<file path="src/rtl/mul_err_stats_pkg.sv">
// mul_err_stats_pkg: state encoding and width helpers shared by the error-statistics block
package mul_err_stats_pkg;
    typedef enum logic [1:0] {IDLE, RUN, DRAIN, DONE} state_e;
    function automatic int prod_w(input int w);
        return 2 * w + 1;
    endfunction
    function automatic int abs_w(input int w);
        return 2 * w + 1;
    endfunction
    function automatic int sum_w(input int w, input int s);
        return 2 * w + 1 + s;
    endfunction
    function automatic int bias_w(input int w, input int s);
        return 2 * w + 2 + s;
    endfunction
endpackage

</file>
<file path="src/rtl/mul_err_calc.sv">
// mul_err_calc: 2-stage exact-product / absolute-error pipeline; MUL_ERR_STATS_BIAS_EN also exports the signed error
module mul_err_calc import mul_err_stats_pkg::*; #(
    parameter int WIDTH = 8
) (
    input  logic                            clk,
    input  logic                            rst,
    input  logic                            in_valid,
    input  logic [WIDTH-1:0]                in1,
    input  logic [WIDTH-1:0]                in2,
    input  logic [prod_w(WIDTH)-1:0]        approx_in,
`ifdef MUL_ERR_STATS_BIAS_EN
    output logic signed [prod_w(WIDTH):0]   diff_err,
`endif
    output logic                            out_valid,
    output logic [abs_w(WIDTH)-1:0]         abs_err,
    output logic                            neq
);
    localparam int PW = prod_w(WIDTH);
    logic              s1_v_q, s1_v_d, s2_v_q, s2_v_d, neq_q, neq_d;
    logic [PW-1:0]     exact_q, exact_d, approx_q, approx_d, abs_q, abs_d;
    logic [2*WIDTH-1:0] prod;
    logic signed [PW:0] diff, diff_q, diff_d;
    always_comb begin
        prod     = {{WIDTH{1'b0}}, in1} * {{WIDTH{1'b0}}, in2};
        s1_v_d   = in_valid;
        exact_d  = {1'b0, prod};
        approx_d = approx_in;
        diff     = $signed({1'b0, approx_q}) - $signed({1'b0, exact_q});
        s2_v_d   = s1_v_q;
        abs_d    = PW'(diff[PW] ? -diff : diff);
        neq_d    = |abs_d;
        diff_d   = diff;
    end
    // valid bits are the only state that matters on reset, but clearing everything keeps outputs tidy
    always_ff @(posedge clk) begin
        if (rst) begin
            s1_v_q   <= 1'b0;
            s2_v_q   <= 1'b0;
            exact_q  <= '0;
            approx_q <= '0;
            abs_q    <= '0;
            neq_q    <= 1'b0;
            diff_q   <= '0;
        end else begin
            s1_v_q   <= s1_v_d;
            s2_v_q   <= s2_v_d;
            exact_q  <= exact_d;
            approx_q <= approx_d;
            abs_q    <= abs_d;
            neq_q    <= neq_d;
            diff_q   <= diff_d;
        end
    end
    assign out_valid = s2_v_q;
    assign abs_err   = abs_q;
    assign neq       = neq_q;
`ifdef MUL_ERR_STATS_BIAS_EN
    assign diff_err  = diff_q;
`endif
endmodule

</file>
<file path="src/rtl/mul_err_stats.sv">
// mul_err_stats: windowed error statistics for an approximate multiplier; MUL_ERR_STATS_BIAS_EN adds a signed-error sum
module mul_err_stats import mul_err_stats_pkg::*; #(
    parameter int WIDTH        = 8,
    parameter int SAMPLES_LOG2 = 8
) (
    input  logic                                          clk,
    input  logic                                          rst,
    input  logic                                          start,
    input  logic                                          in_valid,
    output logic                                          in_ready,
    input  logic [WIDTH-1:0]                              in1,
    input  logic [WIDTH-1:0]                              in2,
    input  logic [prod_w(WIDTH)-1:0]                      approx_out,
    output logic                                          busy,
    output logic                                          done,
    output logic [SAMPLES_LOG2:0]                         sample_count,
    output logic [SAMPLES_LOG2:0]                         err_count,
    output logic [sum_w(WIDTH, SAMPLES_LOG2)-1:0]         sum_abs_err,
`ifdef MUL_ERR_STATS_BIAS_EN
    output logic signed [bias_w(WIDTH, SAMPLES_LOG2)-1:0] sum_signed_err,
`endif
    output logic [abs_w(WIDTH)-1:0]                       max_abs_err
);
    localparam int CW = SAMPLES_LOG2 + 1;
    localparam int AW = abs_w(WIDTH);
    localparam int SW = sum_w(WIDTH, SAMPLES_LOG2);
    localparam int N  = 1 << SAMPLES_LOG2;
    state_e          state_q, state_d;
    logic [CW-1:0]   acc_cnt_q, acc_cnt_d, sample_count_q, sample_count_d, err_count_q, err_count_d;
    logic [SW-1:0]   sum_q, sum_d;
    logic [AW-1:0]   max_q, max_d, abs_err;
    logic            accept, clr, s2_valid, neq;
`ifdef MUL_ERR_STATS_BIAS_EN
    localparam int BW = bias_w(WIDTH, SAMPLES_LOG2);
    logic signed [prod_w(WIDTH):0] diff_err;
    logic signed [BW-1:0]          bias_q, bias_d;
`endif
    mul_err_calc #(.WIDTH(WIDTH)) u_calc (
        .clk       (clk),
        .rst       (rst),
        .in_valid  (accept),
        .in1       (in1),
        .in2       (in2),
        .approx_in (approx_out),
`ifdef MUL_ERR_STATS_BIAS_EN
        .diff_err  (diff_err),
`endif
        .out_valid (s2_valid),
        .abs_err   (abs_err),
        .neq       (neq)
    );
    assign in_ready = state_q == RUN;
    assign accept   = in_valid && in_ready;
    assign clr      = start && (state_q == IDLE || state_q == DONE);
    // DRAIN ends on the edge that folds in the last sample, so done and final stats appear together
    always_comb begin
        state_d = state_q;
        unique case (state_q)
            IDLE, DONE: if (start) state_d = RUN;
            RUN:        if (accept && acc_cnt_q == CW'(N - 1)) state_d = DRAIN;
            DRAIN:      if (s2_valid && sample_count_q == CW'(N - 1)) state_d = DONE;
            default:    state_d = IDLE;
        endcase
        acc_cnt_d      = clr ? '0 : acc_cnt_q + CW'(accept);
        sample_count_d = clr ? '0 : sample_count_q + CW'(s2_valid);
        err_count_d    = clr ? '0 : err_count_q + CW'(s2_valid && neq);
        sum_d          = clr ? '0 : s2_valid ? sum_q + SW'(abs_err) : sum_q;
        max_d          = clr ? '0 : (s2_valid && abs_err > max_q) ? abs_err : max_q;
`ifdef MUL_ERR_STATS_BIAS_EN
        bias_d         = clr ? '0 : s2_valid ? bias_q + BW'(diff_err) : bias_q;
`endif
    end
    always_ff @(posedge clk) begin
        if (rst) begin
            state_q        <= IDLE;
            acc_cnt_q      <= '0;
            sample_count_q <= '0;
            err_count_q    <= '0;
            sum_q          <= '0;
            max_q          <= '0;
`ifdef MUL_ERR_STATS_BIAS_EN
            bias_q         <= '0;
`endif
        end else begin
            state_q        <= state_d;
            acc_cnt_q      <= acc_cnt_d;
            sample_count_q <= sample_count_d;
            err_count_q    <= err_count_d;
            sum_q          <= sum_d;
            max_q          <= max_d;
`ifdef MUL_ERR_STATS_BIAS_EN
            bias_q         <= bias_d;
`endif
        end
    end
    assign busy         = state_q == RUN || state_q == DRAIN;
    assign done         = state_q == DONE;
    assign sample_count = sample_count_q;
    assign err_count    = err_count_q;
    assign sum_abs_err  = sum_q;
    assign max_abs_err  = max_q;
`ifdef MUL_ERR_STATS_BIAS_EN
    assign sum_signed_err = bias_q;
`endif
endmodule
</file>
<file path="config.mk">
export PLATFORM = sky130hd
export DESIGN_NAME = mul_err_stats
export DESIGN_NICKNAME = d
export VERILOG_FILES = /design/src/rtl/mul_err_stats_pkg.sv /design/src/rtl/mul_err_calc.sv /design/src/rtl/mul_err_stats.sv
export SDC_FILE = /design/constraint.sdc
export NUM_CORES = 1
export LEC_CHECK = 0
export CELL_PAD_IN_SITES_DETAIL_PLACEMENT = 2
export CELL_PAD_IN_SITES_GLOBAL_PLACEMENT = 2
export CORE_UTILIZATION = 39
export CTS_BUF_LIST = sky130_fd_sc_hd__clkbuf_8
export CTS_CLUSTER_SIZE = 24
export DETAILED_ROUTE_END_ITERATION = 16
export HOLD_SLACK_MARGIN = 0.1
export PLACE_DENSITY = 0.92
export SLEW_MARGIN = 20
export SYNTH_ARGS = -nofsm -noshare
export SYNTH_HDL_FRONTEND = slang
export SYNTH_SLANG_ARGS = --single-unit
</file>
<file path="constraint.sdc">
create_clock -name clk -period 13.5 [get_ports clk]
set_input_delay 2.025 -clock clk [delete_from_list [all_inputs] [get_ports clk]]
set_output_delay 2.025 -clock clk [all_outputs]
set_load 0.01 [all_outputs]
</file>
==> results_dict.tcl <==
set metrics [dict create \
    tightestPinTransition_ps 1110 \
    synth_top_cell_by_area "dfxtp_1" \
    antenna_found_initial 0 \
    yosys.cell_types.count 81 \
    slowest_delay_ps 550 \
    synth_flop_cell "dfxtp_1" \
    post-place-ws_ps 6300 \
    finalPower_w 0.00176 \
    critical_path_arrival_ps 7070 \
    core_mm2 0.0228 \
    drc 0 \
    drt_iter0_drc 309 \
    start_util_pct 39.9 \
    final_cell_count_no_fill 1469 \
    worstPathRequired_ps 13830 \
    ys_ff_latch 124 \
    synth_top_family_by_area "simple AND/OR/NAND/NOR gates" \
    period_share_pct 49.9 \
    status "finished clean" \
    first_pass_iters 4 \
    cts.repair.resized 0 \
    power.density_mw_per_mm2 163 \
    h-tree-depth 4 \
    wl_per_cell_um 22.1 \
    slew_headroom_pct 25.9 \
    io_pins 100 \
    synth_compound_area_share_pct 14.9 \
    design.die.area_mm2 0.0239 \
    fillers 2456 \
    hp-class "reg -> reg" \
    holdBufCountCts 0 \
    rsz0062_at_grt "false" \
    die_h_um 155 \
    synthMuxAreaShare_pct 1.32 \
    max_cap_violations 0 \
    startpoint_type "input port" \
    finalSetupViolCount 0 \
    first_global_vias 9471 \
    synthTopCellsByArea "dfxtp_1 27%, ha_1 13%, fa_1 8.4%" \
    postLayoutCoreUtil_pct 47.4 \
    cts_sinks 124 \
    vias_per_cell 5.54 \
    synth_fa_ha_area_share_pct 21.8 \
    insertion_delay_ps 480 \
    synth_edf_count 0 \
    grt_max_degree 58 \
    gr-usage-all-layers_pct 28.3 \
    syn_to_final_growth_pct 18.7 \
    wl_um 32400 \
    fp.dieW_um 155 \
    synth-simple-area-share_pct 21.9 \
    cts_buffers 17 \
    yosysWarnings 0 \
    gr-total-overflow 0 \
    register_area_mm2 0.00248 \
    worst_slack_ps 6760 \
    via_count 8134 \
    cts_tree "built" \
    yosysSeqAreaShare_pct 27.3 \
    dp_cells 1439 \
    postCtsSetupRepairBufs 0 \
    ir_worst_vdd_uv 78.2 \
    clkTransAtPathRegs_ps 80 \
    timing.fmax_mhz 148 \
    numPortBuffers 99 \
    setup.worst_path.end_class "register" \
    grt_pass1_wl_um 52400 \
    report.final.slew_viol_count 0 \
    std_cell_rows 55 \
    cp_cell_sequence "clkdlybuf4s50_1 > and2_1 > fa_1 > fa_1 > inv_1 > fa_1 > fa_1 > inv_1 > ha_1 > o21ai_0 > a21boi_0 > o21ai_0 > a21boi_0 > o21ai_0 > a21oi_1 > o31ai_1 > xnor2_1 > nor2_1" \
    place_congestion 0.827 \
    critPathMaxFanout 8 \
    synth_xor_area_share_pct 6.97 \
    finalHoldViolCount 0 \
    period_needed_ps 6740 \
    slowest_stage "fa_1" \
    syn_area_mm2 0.00910 \
    multi_input_area_mm2 0.00609 \
    skew_ps 10.4 \
    synth_top_area_share_pct 27.3 \
    worst_path_most_repeated_cell "fa_1" \
    p_leak_nw 4.46 \
    worstSetupPathType "in -> reg" \
    fin_setup_tns_ps 0 \
    avgSynthCellArea_um2 8.64 \
    ant_nets 0 \
    postSynthCellCount 1053 \
    antenna_cells 0 \
    syn-num-nets 1226 \
    nets 1318 \
    drive_above_1_share_pct 5.88 \
    dp_hpwl_um 23300 \
    synthArstFlopShare_pct 0 \
    clock_path_buffers 2 \
    cts-root-buf "clkbuf_8" \
]
metrics by stage:
stage | hold slack [ps] | area, um2
after floorplan | 414 | 9100
after global placement | 425 | 10400
after detailed placement | 447 | 10400
after CTS | 493 | 10800
after global routing | 519 | 10800
final | 494 | 10800
cell families (layout without fill, tap and decap cells):
family                     Yosys count  after routing
AOI/OAI and AO/OA                  199            199
and+or+nand+nor                    375            375
DFF                                124            124
adders and majority gates          136            136
muxes                               12             12
buffers and inverters              138            241
xor gates and xnor gates            69             69
Yosys cell counts (4+ instances only):
master,count
nand3_1,43
and2_1,63
nor2_1,91
and3_1,17
nor2b_1,33
clkbuf_1,24
o31ai_1,4
nand4_1,6
nor3_1,15
a31oi_1,8
nand2_1,62
o21ai_0,49
or3_1,13
dfxtp_1,124
xor2_1,31
a211oi_1,6
o21ai_1,7
xnor2_1,34
o21a_1,6
inv_1,108
mux2i_1,12
a21o_1,12
fa_1,38
ha_1,98
a21oi_1,61
a21boi_0,6
registers in the layout, indices dropped and copies added, names as in the netlist:
| name | cells |
|---|---|
| sum_abs_err | 25 |
| max_abs_err | 17 |
| u_calc.abs_err | 17 |
| u_calc.approx_q | 17 |
| u_calc.exact_q | 16 |
| acc_cnt_q | 9 |
| err_count | 9 |
| sample_count | 9 |
| state_q | 2 |
| u_calc.neq | 1 |
| u_calc.out_valid | 1 |
| u_calc.s1_v_q | 1 |
report_power, final:
group	internal, W	leakage, nW	switching (W)
Combinational	0.000348	3.24	0.000598
Sequential	0.000410	1.01	0.0000487
Clock	0.000190	0.205	0.000163
path summary, 6_finish.rpt:
kind                                  from                             to  slack [ps]  depth (start not counted)
min reg2reg       u_calc.s1_v_q$_SDFF_PP0_    u_calc.out_valid$_SDFF_PP0_         490                          1
max                                 in1[1]  u_calc.exact_q[15]$_SDFF_PP0_        6760                         18
max reg2reg  u_calc.approx_q[0]$_SDFF_PP0_          u_calc.neq$_SDFF_PP0_        9590                         14
min               u_calc.s1_v_q$_SDFF_PP0_    u_calc.out_valid$_SDFF_PP0_         490                          1
layout by cell type, fill, tap and decap left out, types with 43 or more instances in the layout:
cell type,instances
dfxtp_1,124
inv_1,109
ha_1,98
clkdlybuf4s50_1,98
nor2_1,91
and2_1,63
nand2_1,62
a21oi_1,61
o21ai_0,49
nand3_1,43
area by class of cell:
class                   count  area share [%]
flip-flops and latches    124            23.0
well taps                 313            3.63
clock buffers              19            2.42
multi-input cells         791            56.4
repair buffers            103            9.41
clock inverters            11            1.34
inverters                 108            3.76
worst max-delay path, delay by kind of cell:
kind	cells	cell delay [ps]
fa+ha+maj	5	2360
compound gates	7	1600
buf+inv	3	640
simple gates	2	300
xor+xnor	1	160
layer usage:
layer / share of wire, % / GRT usage, %
met2: 56 / 56.6
met1: 38 / 29.1
met4: 3.3 / 11.9
met3: 2.3 / 3.70
met5: 0 / 0
Power figures use the tool's default switching activity.
